--- src/rtl/ack_bus_requester.sv ---
// ack_bus_requester
//   Buffers completion tags from a local module in a 4-entry in-order FIFO
//   and hands them, one at a time, to a shared ack bus through a
//   request/grant handshake with an external arbiter.
//
// Ports
//   clk, rst_n    : clock, asynchronous active-low reset
//   done_valid    : local completion present this cycle
//   done_tag[2:0] : tag of that completion
//   done_ready    : FIFO has room (combinational, count != 4)
//   req           : request to the ack bus arbiter
//   ack_ready     : grant from the arbiter for this source
//   ack_valid     : this instance drives the ack bus this cycle
//   ack_tag[2:0]  : tag being acknowledged (0 when idle)
//   ack_src[1:0]  : SOURCE_ID while driving (0 when idle)
//   pending[2:0]  : FIFO occupancy, 0..4
//   overflow_err  : sticky, set by a completion offered while full
module ack_bus_requester #(
  parameter logic [1:0] SOURCE_ID = 2'b00
) (
  input  logic       clk,
  input  logic       rst_n,
  input  logic       done_valid,
  input  logic [2:0] done_tag,
  output logic       done_ready,
  output logic       req,
  input  logic       ack_ready,
  output logic       ack_valid,
  output logic [2:0] ack_tag,
  output logic [1:0] ack_src,
  output logic [2:0] pending,
  output logic       overflow_err
);

  typedef enum logic [1:0] {IDLE, REQ, DRIVE} state_t;

  state_t     state;
  logic [2:0] mem [4];
  logic [1:0] wr_ptr, rd_ptr;
  logic [2:0] count, count_nxt;
  logic       push, pop;

  // done_ready looks only at the pre-edge count, so a pop on the same edge
  // never opens room for a push into a full FIFO.
  assign done_ready = (count != 3'd4);
  assign push       = done_valid & done_ready;
  assign pop        = (state == DRIVE);
  assign count_nxt  = 3'(count + {2'b00, push} - {2'b00, pop});
  assign pending    = count;

  always_ff @(posedge clk) begin
    if (push) mem[wr_ptr] <= done_tag;
  end

  always_ff @(posedge clk or negedge rst_n) begin
    if (!rst_n) begin
      wr_ptr       <= 2'd0;
      rd_ptr       <= 2'd0;
      count        <= 3'd0;
      overflow_err <= 1'b0;
    end else begin
      if (push) wr_ptr <= wr_ptr + 2'd1;
      if (pop)  rd_ptr <= rd_ptr + 2'd1;
      count <= count_nxt;
      if (done_valid && !done_ready) overflow_err <= 1'b1;
    end
  end

  // Bus-side FSM. Outputs are registered; the head tag is latched on the
  // grant edge, which is safe because nothing pops while in REQ.
  always_ff @(posedge clk or negedge rst_n) begin
    if (!rst_n) begin
      state     <= IDLE;
      req       <= 1'b0;
      ack_valid <= 1'b0;
      ack_tag   <= 3'd0;
      ack_src   <= 2'd0;
    end else begin
      case (state)
        IDLE: begin
          if (count != 3'd0) begin
            state <= REQ;
            req   <= 1'b1;
          end
        end
        REQ: begin
          if (ack_ready) begin
            state     <= DRIVE;
            req       <= 1'b0;
            ack_valid <= 1'b1;
            ack_tag   <= mem[rd_ptr];
            ack_src   <= SOURCE_ID;
          end
        end
        DRIVE: begin
          // one bus cycle only; re-request if anything is left after the pop
          ack_valid <= 1'b0;
          ack_tag   <= 3'd0;
          ack_src   <= 2'd0;
          if (count_nxt != 3'd0) begin
            state <= REQ;
            req   <= 1'b1;
          end else begin
            state <= IDLE;
          end
        end
        default: begin
          state     <= IDLE;
          req       <= 1'b0;
          ack_valid <= 1'b0;
          ack_tag   <= 3'd0;
          ack_src   <= 2'd0;
        end
      endcase
    end
  end

endmodule

--- config.mk ---
export PLATFORM = sky130hd
export DESIGN_NAME = ack_bus_requester
export DESIGN_NICKNAME = d
export VERILOG_FILES = /design/src/rtl/ack_bus_requester.sv
export SDC_FILE = /design/constraint.sdc
export NUM_CORES = 1
export LEC_CHECK = 0
export ABC_AREA = 1
export CAP_MARGIN = 20
export CORE_UTILIZATION = 32
export DETAILED_ROUTE_END_ITERATION = 8
export GPL_TIMING_DRIVEN = 0
export PLACE_DENSITY_LB_ADDON = 0.12
export SLEW_MARGIN = 10
export SYNTH_ARGS = -nofsm -noshare
export SYNTH_HDL_FRONTEND = slang
export SYNTH_SLANG_ARGS = --single-unit
--- constraint.sdc ---
create_clock -name clk -period 4.93 [get_ports clk]
set_input_delay 0.493 -clock clk [delete_from_list [all_inputs] [get_ports clk]]
set_output_delay 0.493 -clock clk [all_outputs]
set_load 0.05 [all_outputs]
==> results of run 1 <==
## cells in the mapped netlist, drive strengths merged
cell	count	area share [%]
a21oi	1	0.41
nand2	26	8.2
nor2	14	4.7
fa	1	1.6
nand4	1	0.51
xor2	3	2.2
ha	6	6.2
conb	1	0.31
o21ai	7	2.9
buf	3	2.2
o22ai	3	1.5
inv	20	6.2
dfrtp	15	31
o21bai	1	0.62
nand3	4	2.1
edfxtp	12	30
## cell type report
type                       count  area [µm²]  share of cell area, %
sequential                    27       735.7                  49.37
multi-input combinational     69       384.1                  25.78
timing repair buffer          16       160.2                  10.75
inverter                      20       75.07                  5.038
tap                           48       60.06                  4.030
clock buffer                   3       41.29                  2.771
buffer                         3       26.28                  1.763
clock inverter                 1       7.507                 0.5038
## registers in the layout (all words and copies together) (netlist names)
name	cells
ack_tag	3
state	2
wr_ptr	2
mem	12
overflow_err	1
pending	3
rd_ptr	2
ack_valid	1
req	1
## power breakdown
group          internal, mW  switching [mW]
clock network        0.0574          0.0684
logic                 0.165           0.320
registers             0.316          0.0431
total                 0.538           0.432
## layer usage
layer | wire length, µm | part of all wire (%) | vias up
met5 | 0 | 0 | -
met1 | 944 | 48 | 374
li1 | - | - | 407
met3 | 101 | 5.1 | 5
met2 | 878 | 45 | 27
met4 | 40 | 2.0 | 0
## metrics by stage
step | power [mW] | setup slack, ns | util, % | cell area, µm² | hold WS, ns
after CTS | 0.9826 | 2.559 | 40.70 | 1490 | 0.4940
final | 0.9697 | 2.560 | 40.70 | 1490 | 0.4854
after global placement | 0.8428 | 2.275 | 39.37 | 1441 | 0.4566
after floorplan | 0.7106 | 2.255 | - | 1221 | 0.1974
after global routing | 1.053 | 2.417 | 40.70 | 1490 | 0.5170
after detailed placement | 0.8520 | 2.265 | 39.37 | 1441 | 0.4681
## cell families (layout without fill, tap and decap cells)
group,count (synthesis),after routing,synth area share (%)
AO/OA/AOI/OAI,12,12,5.447
XOR/XNOR,3,3,2.159
adder cells (fa/ha/maj),7,7,7.811
buffers and inverters,23,43,8.324
flip-flops,27,27,60.43
other,1,2,0.3080
AND/OR/NAND/NOR,45,45,15.52
## how the worst max path moves through the flow
| stage | slack [ns] | endpoint | start |
|---|---|---|---|
| 4_1_cts | 2.56 | state[0] | done_valid |
| 3_5_place_dp | 2.27 | req | done_valid |
| 3_3_place_gp | 2.28 | req | done_valid |
| 2_1_floorplan | 2.25 | req | pending[1] |
| 5_1_grt | 2.42 | req | done_valid |
| 6_report | 2.56 | state[0] | done_valid |
## worst reg2reg max path, stage by stage, from the launching register on
cell and delay, ns:
dfrtp_1 0.40, inv_1 0.15, nand3_2 0.12, nand2_2 0.17, ha_1 0.25, inv_1 0.05, ha_1 0.15, fa_1 0.43
nor2_1 0.13, nand4_1 0.14, nand3_1 0.12, nand2_1 0.06
==> impl_metrics.env, run 1 <==
export IMPL_use_met2_pct=17.42
export IMPL_cp_num_cells=10
export IMPL_fmaxAchievable_mhz=421.9
export IMPL_clk_pin_slew_ns=0.09
export IMPL_cts_setup_buffers=0
export IMPL_syn_to_final_growth_pct=22.40
export IMPL_drt_first_pass_iters=4
export IMPL_reg2regPathDepth=11
export IMPL_die_h_um=63.68
export IMPL_synth_warnings=0
export IMPL_maxCapViolCount=0
export IMPL_stdcell_count=187
export IMPL_timing_critical_path_buf_inv=2
export IMPL_cts_resized=0
export IMPL_critPathLaunchType="input pin"
export IMPL_syn_area_per_cell_um2=10.32
export IMPL_crit_family="adder cells"
export IMPL_placementRows=22
export IMPL_cp_slowest_cell="clkdlybuf4s50_1"
export IMPL_worstPathMaxFanout=8
export IMPL_arrival_ns=2.53
export IMPL_cts_hold_buf=0
export IMPL_slew_headroom_pct=54.53
export IMPL_min_to="ack_tag[2]"
export IMPL_pin_count=19
export IMPL_syn_area_um2=1217
export IMPL_cts_tree="yes"
export IMPL_required_ns=5.09
export IMPL_r2r_start="pending[1]"
export IMPL_reg2reg_slack_ns=2.66
export IMPL_grt_pass1_wl_mm=3.387
export IMPL_num_vias=813
export IMPL_use_met3_pct=2.174
export IMPL_dieArea_um2=4055
export IMPL_via_per_inst=4.348
export IMPL_crit_top_cell="ha_1"
export IMPL_antennaDiodeCount=0
export IMPL_die_x_um=63.68
export IMPL_clk_latency_ns=0.27
export IMPL_numClockSinks=27
export IMPL_worst_path_largest_cell_delay_ns=0.49
export IMPL_overflow=0
export IMPL_grt_usage_pct=11.27
export IMPL_critPathKind="in2reg"
export IMPL_grt_pass1_vias=773
export IMPL_drc=0
export IMPL_h_tree_depth=1
export IMPL_port_buffers=16
export IMPL_crit_path_end_kind="register"
export IMPL_rsz0062_at_grt="false"
export IMPL_grt_max_degree=17
export IMPL_antenna_found_initial=0
export IMPL_core_area_um2=3661
export IMPL_hp_start="ack_tag[2]"
export IMPL_final_cell_mix="25 x nand2_1, 18 x inv_1, 16 x clkdlybuf4s50_1, 15 x dfrtp_1"
export IMPL_outcome="completed"
export IMPL_worstHoldPathCells=2
export IMPL_placed_cells=183
export IMPL_drtIter0Drc=33
export IMPL_report_final_hold_viol_count=0
export IMPL_root_buffer="clkbuf_8"
export IMPL_slew_viol_final=0
export IMPL_gp_congestion=0.6814
export IMPL_yosysUniqueCellTypes=22
export IMPL_tightest_slew_ns=0.6799
export IMPL_use_met1_pct=14.81
export IMPL_mostFrequentLayoutCell="nand2_1"
export IMPL_clockBufferDepth=2
export IMPL_cts_inserted_buffers=3
export IMPL_fillCellCount=362
export IMPL_ant_nets=0
export IMPL_hpwlAfterDp_mm=1.516
export IMPL_drive_gt1_share_pct=9.353
export IMPL_power_density_nw_per_um2=650.7
export IMPL_start_util_pct=33.25
export IMPL_syn_inst=118
export IMPL_routed_wl_mm=1.964
export IMPL_leakagePower_nw=0.6800
export IMPL_yosysSeqAreaShare_pct=60.43
export IMPL_r2r_end="state[0]"
export IMPL_fin_worst_skew_ns=0.005683
export IMPL_finalSetupViolations=0
export IMPL_crit_chain="clkdlybuf4s50_1 > nand2_2 > ha_1 > inv_1 > ha_1 > fa_1 > nor2_1 > nand4_1 > nand3_1 > nand2_1"
export IMPL_min_path_type="reg2reg"
export IMPL_post_route_period_util_pct=48.07
export IMPL_drt_wirelength_per_cell_um=10.50
export IMPL_synth_seq_cells=27
export IMPL_finalSetupTns_ns=0
export IMPL_fin_nets=154
export IMPL_busiest_layer="met2"
export IMPL_irDropWorstVdd_mv=0.3019
export IMPL_min_period_ns=2.370
Note: power is estimated with default switching activity, not from simulation.
==> inputs of run 2 (changes only) <==
==> constraint.sdc (replaced) <==
create_clock -name clk -period 2.2 [get_ports clk]
set_input_delay 0.22 -clock clk [delete_from_list [all_inputs] [get_ports clk]]
set_output_delay 0.22 -clock clk [all_outputs]
set_load 0.05 [all_outputs]
==> run 2 against run 1 <==
Worst hold slack worse by 0.12 ns. Clock skew fell by 0.0029 ns. Register-to-register slack lost 2.5 ns. Critical endpoint is now req. Via count down 1.2%. Combinational power increased by 150%. Flip-flop and latch count unchanged. Clock-buffer cell count unchanged. Critical path type is now reg2reg. Sequential share of layout area down 2.5 points. Non-clock buffer count is 4 higher. Setup slack lost 2.4 ns. Die area did not move.
==> impl_metrics.env, run 2 (same netlist as run 1, synthesis figures left out) <==
export IMPL_final_cell_mix="25 x nand2_1, 16 x clkdlybuf4s50_1, 15 x inv_1"
export IMPL_root_buffer="clkbuf_8"
export IMPL_num_vias=803
export IMPL_grt_pass1_vias=816
export IMPL_crit_chain="nand3_4 > nand2_8 > ha_4 > inv_2 > ha_4 > fa_1 > nor2_1 > nand4_1 > nand3_1 > nand2_1"
export IMPL_h_tree_depth=1
export IMPL_pre_cts_ws_ns=-0.1462
export IMPL_leakagePower_nw=0.6958
export IMPL_tightest_slew_ns=0.7079
export IMPL_slew_viol_final=0
export IMPL_fmaxAchievable_mhz=489.9
export IMPL_finalSetupViolations=0
export IMPL_cts_inserted_buffers=3
export IMPL_antennaDiodeCount=0
export IMPL_arrival_ns=2.21
export IMPL_finalSetupTns_ns=0
export IMPL_core_area_um2=3661
export IMPL_outcome="completed"
export IMPL_min_period_ns=2.041
export IMPL_antenna_found_initial=0
export IMPL_rsz0062_at_grt="false"
export IMPL_drtIter0Drc=18
export IMPL_fin_worst_skew_ns=0.002778
export IMPL_die_x_um=63.68
export IMPL_final_util_pct=43.10
export IMPL_drt_first_pass_iters=4
export IMPL_die_h_um=63.68
export IMPL_start_util_pct=33.25
export IMPL_worst_path_largest_cell_delay_ns=0.45
export IMPL_fillCellCount=376
export IMPL_placementRows=22
export IMPL_report_final_hold_viol_count=0
export IMPL_crit_top_cell="ha_4"
export IMPL_min_path_type="in2async"
export IMPL_clk_latency_ns=0.27
export IMPL_crit_path_end_kind="register"
export IMPL_cts_hold_buf=0
export IMPL_irDropWorstVdd_mv=0.6473
export IMPL_required_ns=2.37
export IMPL_syn_to_final_growth_pct=29.60
export IMPL_drt_wirelength_per_cell_um=10.86
export IMPL_largest_reg_flops=12
export IMPL_grt_usage_pct=11.83
export IMPL_clockBufferDepth=2
export IMPL_placed_cells=183
export IMPL_overflow=0
export IMPL_maxCapViolCount=0
export IMPL_hpwlAfterDp_mm=1.568
export IMPL_cts_tree="yes"
export IMPL_port_buffers=16
export IMPL_max_flop_register="mem"
export IMPL_grt_max_degree=17
export IMPL_routed_wl_mm=2.075
export IMPL_drive_gt1_share_pct=17.48
export IMPL_drc=0
export IMPL_slew_headroom_pct=52.66
export IMPL_power_density_nw_per_um2=1453
export IMPL_ant_nets=0
export IMPL_mostFrequentLayoutCell="nand2_1"
export IMPL_post_route_period_util_pct=92.79
export IMPL_cp_slowest_cell="fa_1"
export IMPL_finalWorstSetupSlack_ns=0.1587
export IMPL_critPathKind="reg2reg"
export IMPL_stdcell_count=191
export IMPL_worstPathMaxFanout=3
export IMPL_power_mw=2.293
export IMPL_clk_pin_slew_ns=0.09
export IMPL_dieArea_um2=4055
export IMPL_numClockSinks=27
export IMPL_fin_nets=158
export IMPL_pin_count=19
export IMPL_critPathLaunchType="register"
export IMPL_gp_congestion=0.6896
export IMPL_via_per_inst=4.204
export IMPL_grt_pass1_wl_mm=3.553
[run 2: cell types whose count changed in the layout (fill, tap and decap cells not counted), sizes merged]
cell,before,now
buf,3,7
[run 2: final timing paths]
check                           start          to  slack [ns]  depth (start not counted)
min                             rst_n  ack_tag[2]        0.37                          1
max in group asynchronous       rst_n  pending[2]        1.34                          1
min in group clk           ack_tag[2]  ack_tag[2]        0.48                          2
max reg2reg                pending[2]         req        0.16                         10
max                        pending[2]         req        0.16                         10
min reg2reg                ack_tag[2]  ack_tag[2]        0.48                          2
[run 2: metrics by stage]
stage / hold slack, ns / instance area [µm²]
floorplan: -0.07559 / 1265
global placement: 0.4606 / 1485
detailed placement: 0.4653 / 1485
CTS: 0.4012 / 1534
global route: 0.4217 / 1578
finish: 0.3682 / 1578
[run 2: critical path: cells and delay by family (launching register included)]
family | cells | cell delay (ns)
adder cells (fa/ha/maj) | 3 | 0.86
AND/OR/NAND/NOR | 6 | 0.61
flip-flops | 1 | 0.43
buffers and inverters | 1 | 0.04
[run 2: cell type report]
cell class                 count  area, µm²  share of cell area, %
buffer                         3      26.28                  1.665
clock buffer                   3      41.29                  2.617
clock inverter                 1      7.507                 0.4758
inverter                      20      77.57                  4.917
multi-input combinational     69      435.4                  27.60
sequential                    27      739.5                  46.87
tap                           48      60.06                  3.807
timing repair buffer          20      190.2                  12.05
[run 2: metal layers]
layer | wire length, µm | global-route usage (%) | share of wire, %
met1 | 956 | 13.83 | 46
met5 | 0 | 0 | 0
met4 | 27 | 6.818 | 1.3
met3 | 76 | 2.355 | 3.7
met2 | 1015 | 19.95 | 49
[run 2: report_power, final]
group / leakage (nW) / switching [mW] / internal (mW)
clock: 0.0217 / 0.153 / 0.128
sequential: 0.286 / 0.102 / 0.713
combinational: 0.388 / 0.757 / 0.440
total: 0.696 / 1.01 / 1.28
[run 2: timing repair]
action	in CTS	in global routing
setup buffers	0	4
gates resized for setup	0	2
setup endpoints to repair	0	2
